[src/rtl/dc_motor_ctrl.sv]
// dc_motor_ctrl: multi-channel DC motor direction + PWM speed controller with dead time.
// Latency: a request before edge N moves the FSM at edge N; out_a/out_b/busy follow at N+1, led at N.
// Backpressure: none; requests are levels, and a channel in DEAD ignores them until dead time expires.
//
// Ports:
//   clk, rst_n      rising-edge clock, synchronous active-low reset
//   en              global enable; 0 acts as a stop request on every channel
//   cmd_fwd/cmd_rev per-channel level requests (both set = stop)
//   duty            packed per-channel duty, channel i at [i*PWM_W +: PWM_W]
//   out_a/out_b     registered H-bridge forward/reverse legs
//   busy            channel is in its dead-time window
//   led             channel-0 status: 101 fwd, 110 rev, 000 conflict, 011 otherwise
// Build option: define DC_MOTOR_BRAKE_EN to drive both legs high in STOP (brake) instead of coasting.
module dc_motor_ctrl #(
  parameter int NUM_CH   = 2,
  parameter int PWM_W    = 8,
  parameter int DEAD_CYC = 16
) (
  input  logic                    clk,
  input  logic                    rst_n,
  input  logic                    en,
  input  logic [NUM_CH-1:0]       cmd_fwd,
  input  logic [NUM_CH-1:0]       cmd_rev,
  input  logic [NUM_CH*PWM_W-1:0] duty,
  output logic [NUM_CH-1:0]       out_a,
  output logic [NUM_CH-1:0]       out_b,
  output logic [NUM_CH-1:0]       busy,
  output logic [2:0]              led
);

  localparam int DC_W = (DEAD_CYC > 1) ? $clog2(DEAD_CYC) : 1;
  localparam logic [DC_W-1:0] DEAD_LOAD = DC_W'(DEAD_CYC - 1);

  typedef enum logic [1:0] {ST_STOP, ST_FWD, ST_REV, ST_DEAD} state_e;

  state_e            state_q    [NUM_CH];
  state_e            state_d    [NUM_CH];
  logic [DC_W-1:0]   dead_cnt_q [NUM_CH];
  logic [DC_W-1:0]   dead_cnt_d [NUM_CH];
  logic [PWM_W-1:0]  duty_q     [NUM_CH];
  logic [PWM_W-1:0]  duty_d     [NUM_CH];
  logic [PWM_W-1:0]  pwm_cnt_q, pwm_cnt_d;
  logic [NUM_CH-1:0] out_a_q, out_a_d;
  logic [NUM_CH-1:0] out_b_q, out_b_d;
  logic [NUM_CH-1:0] busy_q, busy_d;
  logic [2:0]        led_q, led_d;

  logic [NUM_CH-1:0] req_fwd, req_rev, pwm_on, stop_drive;
  logic              period_end;

  // A conflicting fwd+rev request decodes as neither, i.e. stop.
  always_comb begin
    req_fwd = en ? (cmd_fwd & ~cmd_rev) : '0;
    req_rev = en ? (cmd_rev & ~cmd_fwd) : '0;
  end

  always_comb begin
    period_end = &pwm_cnt_q;
    pwm_cnt_d  = pwm_cnt_q + 1'b1;
  end

  always_comb begin
    for (int i = 0; i < NUM_CH; i++) begin
      state_d[i]    = state_q[i];
      dead_cnt_d[i] = dead_cnt_q[i];
      // Duty is only sampled on the last count so a period is never cut short or stretched.
      duty_d[i]     = period_end ? duty[i*PWM_W +: PWM_W] : duty_q[i];

      case (state_q[i])
        ST_STOP: begin
          if (req_fwd[i])      state_d[i] = ST_FWD;
          else if (req_rev[i]) state_d[i] = ST_REV;
        end
        ST_FWD: begin
          if (!req_fwd[i]) begin
            state_d[i]    = ST_DEAD;
            dead_cnt_d[i] = DEAD_LOAD;
          end
        end
        ST_REV: begin
          if (!req_rev[i]) begin
            state_d[i]    = ST_DEAD;
            dead_cnt_d[i] = DEAD_LOAD;
          end
        end
        ST_DEAD: begin
          // Requests are ignored until the window expires, even a return to the old direction.
          if (dead_cnt_q[i] != '0)  dead_cnt_d[i] = dead_cnt_q[i] - 1'b1;
          else if (req_fwd[i])      state_d[i]    = ST_FWD;
          else if (req_rev[i])      state_d[i]    = ST_REV;
          else                      state_d[i]    = ST_STOP;
        end
        default: state_d[i] = ST_STOP;
      endcase

      pwm_on[i] = (pwm_cnt_q < duty_q[i]);
`ifdef DC_MOTOR_BRAKE_EN
      stop_drive[i] = (state_q[i] == ST_STOP);
`else
      stop_drive[i] = 1'b0;
`endif
      out_a_d[i] = ((state_q[i] == ST_FWD) & pwm_on[i]) | stop_drive[i];
      out_b_d[i] = ((state_q[i] == ST_REV) & pwm_on[i]) | stop_drive[i];
      busy_d[i]  = (state_q[i] == ST_DEAD);
    end
  end

  always_comb begin
    led_d = 3'b011;
    if (req_fwd[0])                         led_d = 3'b101;
    else if (req_rev[0])                    led_d = 3'b110;
    else if (en & cmd_fwd[0] & cmd_rev[0])  led_d = 3'b000;
  end

  always_ff @(posedge clk) begin
    if (!rst_n) begin
      pwm_cnt_q <= '0;
      out_a_q   <= '0;
      out_b_q   <= '0;
      busy_q    <= '0;
      led_q     <= 3'b011;
      for (int i = 0; i < NUM_CH; i++) begin
        state_q[i]    <= ST_STOP;
        dead_cnt_q[i] <= '0;
        duty_q[i]     <= '0;
      end
    end else begin
      pwm_cnt_q <= pwm_cnt_d;
      out_a_q   <= out_a_d;
      out_b_q   <= out_b_d;
      busy_q    <= busy_d;
      led_q     <= led_d;
      for (int i = 0; i < NUM_CH; i++) begin
        state_q[i]    <= state_d[i];
        dead_cnt_q[i] <= dead_cnt_d[i];
        duty_q[i]     <= duty_d[i];
      end
    end
  end

  assign out_a = out_a_q;
  assign out_b = out_b_q;
  assign busy  = busy_q;
  assign led   = led_q;

endmodule

[config.mk]
export PLATFORM = sky130hd
export DESIGN_NAME = dc_motor_ctrl
export DESIGN_NICKNAME = d
export VERILOG_FILES = /design/src/rtl/dc_motor_ctrl.sv
export SDC_FILE = /design/constraint.sdc
export NUM_CORES = 1
export LEC_CHECK = 0
export ABC_AREA = 0
export CAP_MARGIN = 25
export CORE_ASPECT_RATIO = 1.25
export CORE_UTILIZATION = 55
export DETAILED_ROUTE_END_ITERATION = 16
export GPL_TIMING_DRIVEN = 0
export PLACE_DENSITY_LB_ADDON = 0.05
export SYNTH_ARGS = -nofsm -noshare
export SYNTH_HDL_FRONTEND = slang
export SYNTH_SLANG_ARGS = --single-unit
[constraint.sdc]
create_clock -name clk -period 1.9 [get_ports clk]
set_input_delay 0.285 -clock clk [delete_from_list [all_inputs] [get_ports clk]]
set_output_delay 0.285 -clock clk [all_outputs]
set_load 0.01 [all_outputs]
### Word-level counts from Yosys, hierarchy flattened

Memories as Yosys holds them, arrays and structs flattened.
Index checks and enable logic that the tools add are counted.

* bits in read-only memories: 0
* register bits: 17
* RAM bits: 28
* word-level logic and storage cells: 82
* memories kept: 3
* output and inout bits: 9
* latch bits: 0

Memories
* duty_q: words 2, width 8, read ports 2, clocked after Yosys merged registers in 0, write ports 2, RTL line 40 `logic [PWM_W-1:0] duty_q [NUM_CH];`
* dead_cnt_q: words 2, width 4, read ports 2, clocked after Yosys merged registers in 0, write ports 2, RTL line 38 `logic [DC_W-1:0] dead_cnt_q [NUM_CH];`
* state_q: words 2, width 2, read ports 2, clocked after Yosys merged registers in 0, write ports 2, RTL line 36 `state_e state_q [NUM_CH];`

* order comparisons: 2
* div/mod/pow operators: 0
* reduce and logical (&&, ||, !) cells: 6
* bitwise gates (word level): 17
* muxes and demuxes: 39
* eq/ne operators: 6
* $mul: 0
* shift-type cells: 0
* $add $sub $neg: 3

Operators by type and width (number)
* two-way mux 2 bit: 19
* two-way mux 4 bit: 8
* two-way mux 8 bit: 4
* case mux 4 bit (3 select lines): 2
* < comparator 8 bit: 2
* case mux 2 bit (4 select lines): 2
* adder 8 x 1 -> 8 bit, second input constant: 1
* equality test 2 bit, second input constant: 4
* AND reduction 8 bit: 1
* nonzero test 4 bit: 2
* subtractor 4 x 1 -> 4 bit, second input constant: 2
* bitwise AND 1 bit: 6
* two-way mux 3 bit: 2
* OR 1 bit: 6
* bitwise AND 2 bit: 2
* equality test 2 x 1 -> 1 bit, second input constant: 2
* logical NOT 2 bit: 2
* NOT 2 bit: 2
* two-way mux 1 bit: 2
* OR reduction 2 bit: 1
* NOT 1 bit: 1

### Logic depth before layout (Yosys ltp)

* depth in word-level cells: 8
* mapped depth: 6

### Worst setup path after synthesis

OpenSTA, ideal clock, no wires.

* path kind: register -> register
* start: memory state_q[0][2] in the netlist's numbering
* end: memory dead_cnt_q[0][6] in the netlist's numbering
* setup slack: 0.331 ns
* required time: 1.766 ns
* setup time: 0.134 ns
* cell stages (with the launch flop): 7
* arrival time: 1.436 ns
* cell sequence: dfxtp_1 > inv_1 > ha_1 > and4b_4 > nor4_4 > and2_1 > a311oi_1

RTL lines (RTL line)
* start, declared: 36
* end, declared: 38

==> results.json <==
{
  "max_freq_ghz": 0.5545,
  "synth_simple_gate_area_share": 0.1931,
  "post-synth-top-count-cell": "dfxtp_1",
  "hold_buffers": 0,
  "drc": 0,
  "min_from": "dead_cnt_q[0][4]$_SDFFE_PN0P_",
  "clock_latency_ns": 0.29,
  "ys_top_cells_by_area": "dfxtp_1 38%, ha_1 13%, a21oi_1 5.8%",
  "clk_pin_slew_ns": 0.08,
  "async_flop_share": 0,
  "powerDensity_nw_per_um2": 934.5,
  "synth_fa_ha_area_frac": 0.1305,
  "tightest_slew_ns": 0.5199,
  "p_leak_uw": 0.001059,
  "power_switching_uw": 910.7,
  "synth_common_cells": "45 x dfxtp_1, 29 x nand2_1, 28 x a21oi_1",
  "antenna_found_initial": 0,
  "pwr-share-clk": 0.216,
  "synth.cell_area_sq_um": 2397,
  "fin_nets": 364,
  "drtIter0Drc": 136,
  "r2r_start": "state_q[0][2]$_SDFFE_PN0P_",
  "synth_xor_area_frac": 0.02192,
  "dr.pass1.iters": 4,
  "grt_usage": 0.2411,
  "hpwlAfterDp_mm": 3.657,
  "min_to": "dead_cnt_q[0][4]$_SDFFE_PN0P_",
  "endpoint_kind": "flip-flop",
  "cts_sinks": 45,
  "antenna_left": 0,
  "power.total_uw": 2693,
  "min_path_cells": 1,
  "cts.path.max_buffers": 2,
  "final_cells": 373,
  "rsz0062_at_grt": "false",
  "wl_per_cell_um": 13.48,
  "cp_max_fo": 10,
  "multi_input_area_sq_um": 1379,
  "start_kind": "flip-flop",
  "start_util": 0.5803,
  "hold_viol": 0,
  "syn_avg_cell_area_sq_um": 8.623,
  "syn2layout_area_growth_pct": 20.20,
  "core_area_sq_um": 4131,
  "synth_ff_type": "dfxtp_1",
  "vias": 2084,
  "cts_made_buffers": 5,
  "htreeDepth": 2,
  "r2r_cells": 6,
  "finalSetupTns_ns": 0,
  "cts-root-buf": "clkbuf_8",
  "power.internal_uw": 1782,
  "r2r_setup_slack_ns": 0.1,
  "die_y_um": 75.82,
  "gp_congestion": 0.8345,
  "seqPwrFrac": 0.441,
  "holdCritPathClass": "flip-flop to flip-flop",
  "routed_wl_mm": 5.028,
  "reg2reg_to": "dead_cnt_q[0][6]$_SDFFE_PN0P_",
  "synth_cell_type_count": 47,
  "drive_gt1_frac": 0.07571,
  "n_antenna_cell": 0,
  "netlist.area_leader.share": 0.3758,
  "swShare": 0.3382,
  "finalSetupViolCount": 0,
  "arrival_ns": 1.97,
  "dp_slack_ns": -0.06754,
  "min_period_ns": 1.803,
  "row_count": 26,
  "critPathLaunch": "state_q[0][2]$_SDFFE_PN0P_",
  "cap_violations": 0,
  "synth_compound_area_frac": 0.2182,
  "portBuffers": 31,
  "relSlewSlack": 0.6444,
  "combPwrFrac": 0.344,
  "cts_tree": "built",
  "seqCellArea_sq_um": 904.6,
  "ir_drop_mv": 0.6697,
  "ios": 32,
  "ys_seq_area_frac": 0.3758,
  "synthMuxAreaShare": 0.004175,
  "required_ns": 2.06,
  "first_global_vias": 1952,
  "syn-num-nets": 326,
  "skew_ns": 0.002412,
  "grt_overflow": 0,
  "synth_edf_count": 0,
  "yosys.area.top_type": "dfxtp_1",
  "maxSlewViolCount": 0,
  "fp.dieW_um": 61.05,
  "status": "complete, no violations",
  "critPathKind": "flip-flop to flip-flop",
  "synth_top_family_by_area": "compound AO/OA/AOI/OAI gates",
  "placedCellCount": 365,
  "grt_max_degree": 13,
  "vias_per_cell": 5.587,
  "die-area_sq_um": 4629,
  "netlist_instances": 278,
  "fin_util": 0.6975,
  "fillers": 362,
  "ys_warn_count": 0,
  "ys_ff_latch": 45,
  "grt_pass1_wl_mm": 8.355,
  "timing.final.ws_setup_ns": 0.09655,
  "period_share": 0.9492
}
==> worst max-delay path by stage <==
stage | slack [ns] | to | depth (start not counted)
after CTS | 0.09 | duty_q[0][1]$_SDFFE_PN0P_ | 6
after global placement | -0.04 | dead_cnt_q[0][6]$_SDFFE_PN0P_ | 5
after global routing | 0.02 | dead_cnt_q[0][7]$_SDFFE_PN0P_ | 6
final | 0.1 | dead_cnt_q[0][6]$_SDFFE_PN0P_ | 6
after floorplan | 0.33 | dead_cnt_q[0][6]$_SDFFE_PN0P_ | 6
after detailed placement | -0.07 | state_q[0][1]$_SDFFE_PN0P_ | 5
==> flip-flops by register name (all words and copies together), names as in the netlist <==
register,flops
busy,2
pwm_cnt_q,8
out_a,2
out_b,2
duty_q,16
state_q,4
dead_cnt_q,8
led,3
==> critical path, cell delays in order (launching register included) <==
cell      delay (ns)
dfxtp_2         0.35
ha_1            0.19
buf_4           0.17
and4bb_2        0.25
nor4_4          0.40
and2_4          0.24
a311oi_1        0.08
==> stage by stage <==
step	instance area [sq um]	hold slack, ns
floorplan	2397	0.3568
global placement	2778	0.4617
detailed placement	2778	0.4686
CTS	2858	0.4803
global route	2882	0.4977
finish	2882	0.4631
==> cells in the final DEF, fill, tap and decap left out, types with 2 or more instances in the layout <==
cell,n
nand2_1,29
o21ai_0,25
nor2_1,12
o21a_1,2
and3_1,2
nor3_1,6
a211oi_1,6
a2111o_1,2
a211oi_2,2
and2_1,2
xor2_1,5
clkdlybuf4s50_1,31
clkbuf_8,5
o2111a_1,2
or3_1,2
nand3_1,6
a31oi_1,2
inv_1,24
dfxtp_2,3
buf_2,2
a21o_1,2
nand4b_1,3
dfxtp_1,42
a21oi_1,28
ha_1,25
nand3b_1,2
clkbuf_1,10
and4b_4,2
nand2b_1,5
a311oi_1,4
o211ai_1,2
==> cell type report <==
class,instances,area share
plain buffers,10,0.01520
clock buffers,8,0.02779
inverters,25,0.03257
multi-input cells,198,0.4785
flip-flops and latches,45,0.3139
well taps,56,0.02432
repair buffers,31,0.1077
==> routing by layer <==
| metal | wire length (um) | GRT usage | vias up |
|---|---|---|---|
| met5 | 0 | 0 | - |
| met4 | 72 | 0.09343 | 0 |
| met3 | 211 | 0.04924 | 8 |
| met2 | 2537 | 0.4275 | 47 |
| met1 | 2206 | 0.2802 | 967 |
| li1 | - | - | 1062 |
==> kinds of logic after synthesis <==
group | count (synthesis)
and+or+nand+nor | 83
buffers and inverters | 35
muxes | 1
adders and majority gates | 25
AOI/OAI and AO/OA | 83
xor gates and xnor gates | 6
DFF | 45
==> power groups by stage <==
stage,Combinational (uW),Clock [uW],Sequential (uW)
after global routing,1050,624,1200
after CTS,914,594,1180
final,925,580,1190
after floorplan,703,0,1180
after global placement,890,0,1200
after detailed placement,910,0,1200
==> repair_timing <==
action                     CTS  global route
setup endpoints to repair    0            11
setup buffers                0             0
gates resized for setup      0             9
hold endpoints to repair     0             0
Note: power is estimated with default switching activity, not from simulation.
